--- src/rtl/cpu8_pkg.sv ---
// Shared encodings for the 8-bit multi-cycle CPU: FSM states, opcodes,
// ALU operations and instruction field positions.
package cpu8_pkg;

    // FSM state encodings held by the datapath state register
    typedef enum logic [2:0] {
        StFetch     = 3'b000,
        StDecode    = 3'b001,
        StExecute   = 3'b010,
        StMemory    = 3'b011,
        StWriteback = 3'b100,
        StHalt      = 3'b101
    } state_e;

    // Instruction opcodes (instr[7:5])
    typedef enum logic [2:0] {
        OpLd   = 3'b000,
        OpSt   = 3'b001,
        OpAlu  = 3'b010,
        OpAddi = 3'b011,
        OpJmp  = 3'b100,
        OpJz   = 3'b101,
        OpNop  = 3'b110,
        OpHlt  = 3'b111
    } opcode_e;

    // ALU operation encodings
    localparam logic [2:0] AluAdd  = 3'b000;
    localparam logic [2:0] AluSub  = 3'b001;
    localparam logic [2:0] AluAnd  = 3'b010;
    localparam logic [2:0] AluOr   = 3'b011;
    localparam logic [2:0] AluXor  = 3'b100;
    localparam logic [2:0] AluNot  = 3'b101;
    localparam logic [2:0] AluShl  = 3'b110;
    localparam logic [2:0] AluPass = 3'b111;

    // Instruction field positions
    localparam int unsigned OpcodeMsb = 7;
    localparam int unsigned OpcodeLsb = 5;
    localparam int unsigned RegSelBit = 4;
    localparam int unsigned ImmMsb    = 3;
    localparam int unsigned ImmLsb    = 0;
    localparam int unsigned ImmWidth  = ImmMsb - ImmLsb + 1;

    // One-hot opcode; field order puts each flag at the bit index of its opcode
    typedef struct packed {
        logic hlt;
        logic nop;
        logic jz;
        logic jmp;
        logic addi;
        logic alu;
        logic st;
        logic ld;
    } op_oh_t;

    // True for opcodes that visit the MEMORY state
    function automatic logic is_mem_op(input op_oh_t op);
        return op.ld | op.st;
    endfunction

endpackage

--- src/rtl/cu_instr_decode.sv ---
// Instruction field splitter: one-hot opcode, register select and 4-bit
// immediate/offset/ALU-op field.
module cu_instr_decode
    import cpu8_pkg::*;
(
    input  logic [7:0]          instr_i,
    output op_oh_t              op_oh_o,
    output logic                r_o,
    output logic [ImmWidth-1:0] imm4_o
);

    logic [2:0] opcode;
    logic [7:0] onehot;

    assign opcode = instr_i[OpcodeMsb:OpcodeLsb];

    // Expand the 3-bit opcode into exactly one set flag
    always_comb begin
        onehot  = 8'd1 << opcode;
        op_oh_o = op_oh_t'(onehot);
    end

    assign r_o    = instr_i[RegSelBit];
    assign imm4_o = instr_i[ImmMsb:ImmLsb];

endmodule

--- src/rtl/control_unit.sv ---
// Control unit of the 8-bit multi-cycle CPU. Decodes the instruction register
// and the externally held FSM state into next_state plus all datapath strobes.
// Decode is combinational; the only storage is the sticky halt flag.
// Optional build macro CU_ILLEGAL_TRAP_EN: illegal state codes 110/111 trap
// into HALT_STATE instead of falling back to FETCH.
module control_unit
    import cpu8_pkg::*;
(
    input  logic       clk,
    input  logic       reset,
    input  logic [7:0] instr,
    input  logic [2:0] state,
    input  logic       zf,
    output logic [2:0] next_state,
    output logic       pc_we,
    output logic       pc_sel,
    output logic [3:0] pc_offset,
    output logic       addr_sel,
    output logic [3:0] addr_offset,
    output logic       mem_sel,
    output logic       mem_we,
    output logic [2:0] alu_opcode,
    output logic       alu_sel_a,
    output logic       alu_sel_b,
    output logic       alu_we,
    output logic       zf_we,
    output logic       ir_we,
    output logic       a_sel,
    output logic       b_sel,
    output logic       a_we,
    output logic       b_we,
    output logic       halt
);

    op_oh_t     op;
    logic       r;
    logic [3:0] imm4;
    state_e     cur_state;
    state_e     ns;
    logic       halt_c;
    logic       halt_d;
    logic       halt_q;

    cu_instr_decode u_instr_decode (
        .instr_i (instr),
        .op_oh_o (op),
        .r_o     (r),
        .imm4_o  (imm4)
    );

    assign cur_state = state_e'(state);

    // State/opcode decode; reset overrides everything back to defaults
    always_comb begin
        ns          = StFetch;
        pc_we       = 1'b0;
        pc_sel      = 1'b0;
        pc_offset   = 4'd0;
        addr_sel    = 1'b0;
        addr_offset = 4'd0;
        mem_sel     = 1'b0;
        mem_we      = 1'b0;
        alu_opcode  = AluAdd;
        alu_sel_a   = 1'b0;
        alu_sel_b   = 1'b0;
        alu_we      = 1'b0;
        zf_we       = 1'b0;
        ir_we       = 1'b0;
        a_sel       = 1'b0;
        b_sel       = 1'b0;
        a_we        = 1'b0;
        b_we        = 1'b0;
        halt_c      = 1'b0;

        if (!reset) begin
            case (cur_state)
                StFetch: begin
                    ir_we    = 1'b1;
                    pc_we    = 1'b1;
                    pc_sel   = 1'b0;
                    addr_sel = 1'b0;
                    ns       = StDecode;
                end

                StDecode: begin
                    if (op.hlt) begin
                        ns = StHalt;
                    end else if (op.nop) begin
                        ns = StFetch;
                    end else if (is_mem_op(op)) begin
                        ns = StMemory;
                    end else begin
                        ns = StExecute;
                    end
                end

                StExecute: begin
                    unique case (1'b1)
                        op.alu: begin
                            alu_opcode = imm4[2:0];
                            alu_sel_a  = 1'b0;
                            alu_sel_b  = 1'b0;
                            alu_we     = 1'b1;
                            zf_we      = 1'b1;
                            ns         = StWriteback;
                        end
                        op.addi: begin
                            alu_opcode = AluAdd;
                            alu_sel_a  = r;
                            alu_sel_b  = 1'b1;
                            alu_we     = 1'b1;
                            zf_we      = 1'b1;
                            ns         = StWriteback;
                        end
                        op.jmp, op.jz: begin
                            // A not-taken JZ leaves every strobe idle
                            if (op.jmp || zf) begin
                                pc_we     = 1'b1;
                                pc_sel    = 1'b1;
                                pc_offset = imm4;
                            end
                            ns = StFetch;
                        end
                        default: ;
                    endcase
                end

                StMemory: begin
                    if (is_mem_op(op)) begin
                        addr_sel    = 1'b1;
                        addr_offset = imm4;
                        if (op.ld) begin
                            ns = StWriteback;
                        end else begin
                            mem_we  = 1'b1;
                            mem_sel = r;
                            ns      = StFetch;
                        end
                    end
                end

                StWriteback: begin
                    if (op.ld || op.alu || op.addi) begin
                        a_we = ~r;
                        b_we = r;
                        // Loads keep the data address on the bus while memory data is written
                        if (op.ld) begin
                            addr_sel    = 1'b1;
                            addr_offset = imm4;
                            a_sel       = ~r;
                            b_sel       = r;
                        end
                        ns = StFetch;
                    end
                end

                StHalt: begin
                    halt_c = 1'b1;
                    ns     = StHalt;
                end

                default: begin
`ifdef CU_ILLEGAL_TRAP_EN
                    halt_c = 1'b1;
                    ns     = StHalt;
`else
                    ns     = StFetch;
`endif
                end
            endcase
        end
    end

    assign next_state = ns;

    // Halt flag accumulates any cycle in which halt was decoded
    always_comb begin
        halt_d = halt_q | halt_c;
    end

    // Sticky halt flag, cleared only by the asynchronous reset
    always_ff @(posedge clk or posedge reset) begin
        if (reset) begin
            halt_q <= 1'b0;
        end else begin
            halt_q <= halt_d;
        end
    end

    // Reported halt masks the flag while reset is asserted
    assign halt = ~reset & (halt_c | halt_q);

endmodule

--- config.mk ---
export PLATFORM = sky130hd
export DESIGN_NAME = control_unit
export DESIGN_NICKNAME = d
export VERILOG_FILES = /design/src/rtl/cpu8_pkg.sv /design/src/rtl/cu_instr_decode.sv /design/src/rtl/control_unit.sv
export SDC_FILE = /design/constraint.sdc
export NUM_CORES = 1
export LEC_CHECK = 0
export ABC_AREA = 0
export CAP_MARGIN = 20
export CORE_ASPECT_RATIO = 1.1
export CORE_MARGIN = 4
export CORE_UTILIZATION = 27
export CTS_CLUSTER_SIZE = 40
export DETAILED_ROUTE_END_ITERATION = 16
export PLACE_DENSITY_LB_ADDON = 0.1
export SLEW_MARGIN = 25
export SYNTH_ARGS = -nofsm -noshare
export SYNTH_HDL_FRONTEND = slang
export SYNTH_SLANG_ARGS = --single-unit
--- constraint.sdc ---
create_clock -name clk -period 1.5 [get_ports clk]
set_input_delay 0.15 -clock clk [delete_from_list [all_inputs] [get_ports clk]]
set_output_delay 0.15 -clock clk [all_outputs]
set_load 0.01 [all_outputs]
# After elaboration in Yosys (flattened, before gate mapping)
# Cells that the tools add are included.
[op_classes]
n_eq_ne = 5
shifts = 1
mux = 66
n_bitwise = 5
n_reduce_logical = 6
[ops]
columns = ["op", "n"]
rows = [
  ["$mux 1", 45],
  ["$mux 4", 8],
  ["$mux 3", 8],
  ["$pmux 3 s5", 1],
  ["$pmux 4 s2", 1],
  ["$shl 1x3->8 const A", 1],
  ["$eq 3x2->1 const B", 2],
  ["$eq 3x3->1 const B", 2],
  ["$pmux 1 s2", 2],
  ["$reduce_or 2->1", 2],
  ["$eq 3x1->1 const B", 1],
  ["$logic_not 3->1", 1],
  ["$logic_or 1x1->1", 3],
  ["$mux 2", 1],
  ["$not 1->1", 2],
  ["$or 1x1->1", 2],
  ["$and 1x1->1", 1],
]
[totals]
regBits = 1
in_bits = 14
out_inout_bits = 29
word_cells = 84

# Depth between registers and ports, before layout
[depth]
ltp_word = 7
depth_mapped = 5
depth_no_buf = 4

# By module
# A second synthesis with hierarchy kept.
[unflattened]
hier_cells = 70
hier_area_um2 = 511.7
[modules_own_cells]
columns = ["mod", "instances", "cells_each", "area_per_inst_um2", "seq_area_each_um2"]
rows = [
  ["control_unit", 1, 57, 409.1, 25.0],
  ["cu_instr_decode", 1, 13, 102.6, 0.0],
]

# Worst setup path after synthesis
# Ideal clock, no wire load.
[synth_path]
kind = "input to output"
start = "input state[0]"
end = "output b_sel"
t_arrival_ns = 1.250
required_ns = 1.350
slack_ns = 0.100
stages = 3
path_buffers = 1
path_cell_list = "buf_6 -> or4b_4 -> nor4_1"
[synth_between]
elab_chain_cells = 3
[synth_lines]
columns = ["item", "line_no", "source"]
rows = [
  ["start: declaration", "control_unit.sv:12", "input logic [2:0] state,"],
  ["$eq 3x3->1", "control_unit.sv:76", "case (cur_state)"],
  ["$mux 1", "control_unit.sv:76", ""],
  ["$mux 1", "control_unit.sv:75", "if (!reset) begin"],
  ["end: declaration", "control_unit.sv:29", "output logic b_sel,"],
]
# Every way passes these cells.

# Final worst setup path
[layout_path]
start = "input instr[6]"
end = "output mem_we"
[layout_between]
elab_chain_cells = 5
elab_cells_between_ends = 6
cone_classes = "1 x shift; 4 x mux; 1 x bitwise"
[layout_lines]
columns = ["item", "line_no", "source"]
rows = [
  ["start: declaration", "control_unit.sv:11", "input logic [7:0] instr,"],
  ["$shl 1x3->8 (*)", "cu_instr_decode.sv:19", "onehot = 8'd1 << opcode;"],
  ["$mux 1 or $or 1x1->1 (tied branches)", "control_unit.sv:132, cpu8_pkg.sv:59", ""],
  ["$mux 1 (*)", "control_unit.sv:129", "if (is_mem_op(op)) begin"],
  ["$mux 1 (*)", "control_unit.sv:76", ""],
  ["$mux 1 (*)", "control_unit.sv:75", ""],
  ["end: declaration", "control_unit.sv:21", "output logic mem_we,"],
]
# Mark *: on every way between the ends. The rest lies on a longest branch, timed or not.

==> run_results.csv <==
group,metric,value,unit
status,outcome,"complete, no violations",
layout,nNetsFinal,129,
pwr,combPwrFrac,83.8,%
layout,layout-drive-gt1-share,48.7,%
synthesis,synthCells,56,
critical_path,crit_chain,"dlygate4sd2_1 > buf_6 > or4_4 > nor2_1 > buf_2",
placed_design,io_buffers,42,
pwr,power_frac_clock,0,%
floorplanning,die_w,44.4,um
drt,viasPerCell,4.84,
timing,finalSetupTns,0,ns
critical_path,cp_slowest_cell,"or4_4",
synthesis,synth_cell_types,29,
drt,vias,624,
layout,nFillCells,138,
global_routing,grt_pass1_vias,547,
critical_path,critical_path_required,1.35,ns
layout,final_cells,129,
floorplanning,core,1370,um^2
layout,diodes,0,
synthesis,yosys_warnings,0,
global_routing,globalRouteOverflowTotal,0,
pwr,irDropWorstVdd,0.177,mV
drt,ant_nets,0,
placed_design,dp_hpwl,1320,um
timing,rsz0062_at_grt,"true",
timing,holdWs,0.283,ns
timing,slew_headroom,81.0,%
layout,regArea,25.0,um^2
critical_path,cpPeakStageDelay,0.52,ns
floorplanning,die_h,48.1,um
global_routing,globalRouteTotalUtil,14.1,%
synthesis,synthXorXnorAreaFrac,0,%
synthesis,synthSimpleGateAreaFrac,63.2,%
critical_path,crit_path_end_kind,"output port",
synthesis,synth_compound_area_share,21.0,%
critical_path,critPathArrivalTime,1.29,ns
pwr,switching_share,37.4,%
critical_path,cp_max_fo,8,
synthesis,synthAdderAreaFrac,0,%
floorplanning,start_util,28.8,%
drt,drt_wl_total,1560,um
pwr,power_switching,0.0000686,W
clock_tree,cts_setup_buffers,0,
clock_tree,clk_pin_slew,0,ns
drt,drtPass1Iterations,1,
critical_path,crit_type,"input pin to output port",
layout,largest_reg_flops,1,
synthesis,synth_edf_count,0,
placed_design,dp.cells,129,
synthesis,ys_ff_latch,1,
pwr,p_leak,0.503,nW
flow_run,cap_violations,0,
timing,hold_viol_final,0,
drt,drt_iter0_drc,0,
critical_path,crit_family,"simple AND/OR/NAND/NOR gates",
min_path,hold_path.class,"input pin to async pin",
synthesis,synth.mux.area_fraction,0,%
pwr,fin_total_pwr,0.000183,W
synthesis,postSynthAreaPerCell,7.04,um^2
synthesis,ys.flop_type,"dfrtp_1",
pwr,p_int,0.000115,W
drt,drc,0,
timing,min_period_over_period,96.1,%
critical_path,startpoint_type,"input pin",
pwr,seq_power_share,16.2,%
layout,fin_util,66.8,%
global_routing,grt_max_degree,9,
timing,fin_skew,0,ns
placed_design,gp_congestion,0.817,
global_routing,grt_pass1_wl,2350,um
clock_tree,clk_latency,0,ns
synthesis,syn_nets,70,
timing,period_minus_slack,1.44,ns
drt,drt-wirelength-per-cell,12.1,um
floorplanning,rows,14,
timing,fmax,694,MHz
pwr,power_density,201,nW/um^2
clock_tree,ctsHoldBuffers,0,
timing,drv_slew,0,
layout,largest_register,"halt_q",
synthesis,async_reset_ff_share,100,%
global_routing,grt_antenna_before_repair,0,
synthesis,netlist_area,394,um^2
critical_path,path_buf_inv,3,
synthesis,synth-seq-area-share,6.35,%
timing,tightest_slew,0.284,ns
timing,final-setup-viol-count,0,
floorplanning,boundaryPins,43,
floorplanning,dieArea,2140,um^2
layout,area_delta_synth_final,132,%
layout,reg_top3,"halt_q: 1 flops",
synthesis,synth_top_family_by_area,"simple AND/OR/NAND/NOR gates",
layout,multi_input_area,379,um^2
cell families after synthesis:
group	Yosys count
DFF	1
and+or+nand+nor	38
buffers and inverters	7
AOI/OAI and AO/OA	10
layout make-up:
| class | count | share of cell area [%] |
|---|---|---|
| Inverter | 4 | 1.64 |
| Timing Repair Buffer | 60 | 51.9 |
| Sequential cell | 1 | 2.74 |
| Tap cell | 16 | 2.19 |
| Multi-Input combinational cell | 48 | 41.5 |
power by group through the flow:
| stage | clock network (W) | logic [W] | registers (W) |
|---|---|---|---|
| 2_1_floorplan | 0 | 0.0000517 | 0.0000295 |
| 3_3_place_gp | 0 | 0.000152 | 0.0000297 |
| 3_5_place_dp | 0 | 0.000154 | 0.0000297 |
| 4_1_cts | 0 | 0.000150 | 0.0000297 |
| 5_1_grt | 0 | 0.000167 | 0.0000298 |
| 6_report | 0 | 0.000154 | 0.0000296 |
layout by cell type, fill, tap and decap left out, drive strengths merged, types with 2 or more instances in the layout:
cell and instances:
or3 2, o211ai 3, buf 35, and3 6, nor2 8, and2 8, a21oi 3, dlygate4sd2 12
nor2b 3, inv 4, clkdlybuf4s15 6, nor3 2, clkdlybuf4s50 5
tightest hold or removal path: cells and delay by family:
kind / cells / cell delay, ns
buffers and inverters: 4 / 0.43
final timing paths:
kind                           from  endpoint  slack [ns]  cells after the start
min in group clk             halt_q    halt_q        0.46                      1
setup / recovery           instr[6]    mem_we        0.06                      5
max in group asynchronous     reset    halt_q        1.14                      4
setup reg to reg             halt_q    halt_q        0.82                      1
hold reg to reg              halt_q    halt_q        0.46                      1
hold / removal                reset    halt_q        0.28                      4
per-layer routing:
metal | wire length [um] | track usage (%) | vias up
met3 | 148 | 1.88 | 0
met1 | 645 | 17.0 | 282
met5 | 0 | 0 | -
met4 | 0 | 1.20 | 0
li1 | - | - | 317
met2 | 762 | 27.3 | 25
cells in the mapped netlist, types with 2 or more instances:
| library cell | n | area, um^2 |
|---|---|---|
| inv_1 | 4 | 15.0 |
| a21oi_1 | 2 | 10.0 |
| and3_1 | 5 | 31.3 |
| and2_1 | 8 | 50.1 |
| nor2b_1 | 3 | 18.8 |
| nor3_1 | 2 | 10.0 |
| nor2_1 | 8 | 30.0 |
| o211ai_1 | 3 | 22.5 |
per-stage QoR:
step	setup WS (ns)	cell area, um^2
2_1_floorplan	0.100	394
3_3_place_gp	-0.704	947
3_5_place_dp	-0.748	947
4_1_cts	-0.00449	898
5_1_grt	-0.0230	913
6_report	0.0591	913
repair_timing:
| action | 4_1_cts | 5_1_grt |
|---|---|---|
| setup endpoints to repair | 29 | 22 |
| gates resized for setup | 98 | 16 |
| cloned | 0 | 0 |
| pin swaps | 10 | 7 |
(Power assumes the default switching activity.)
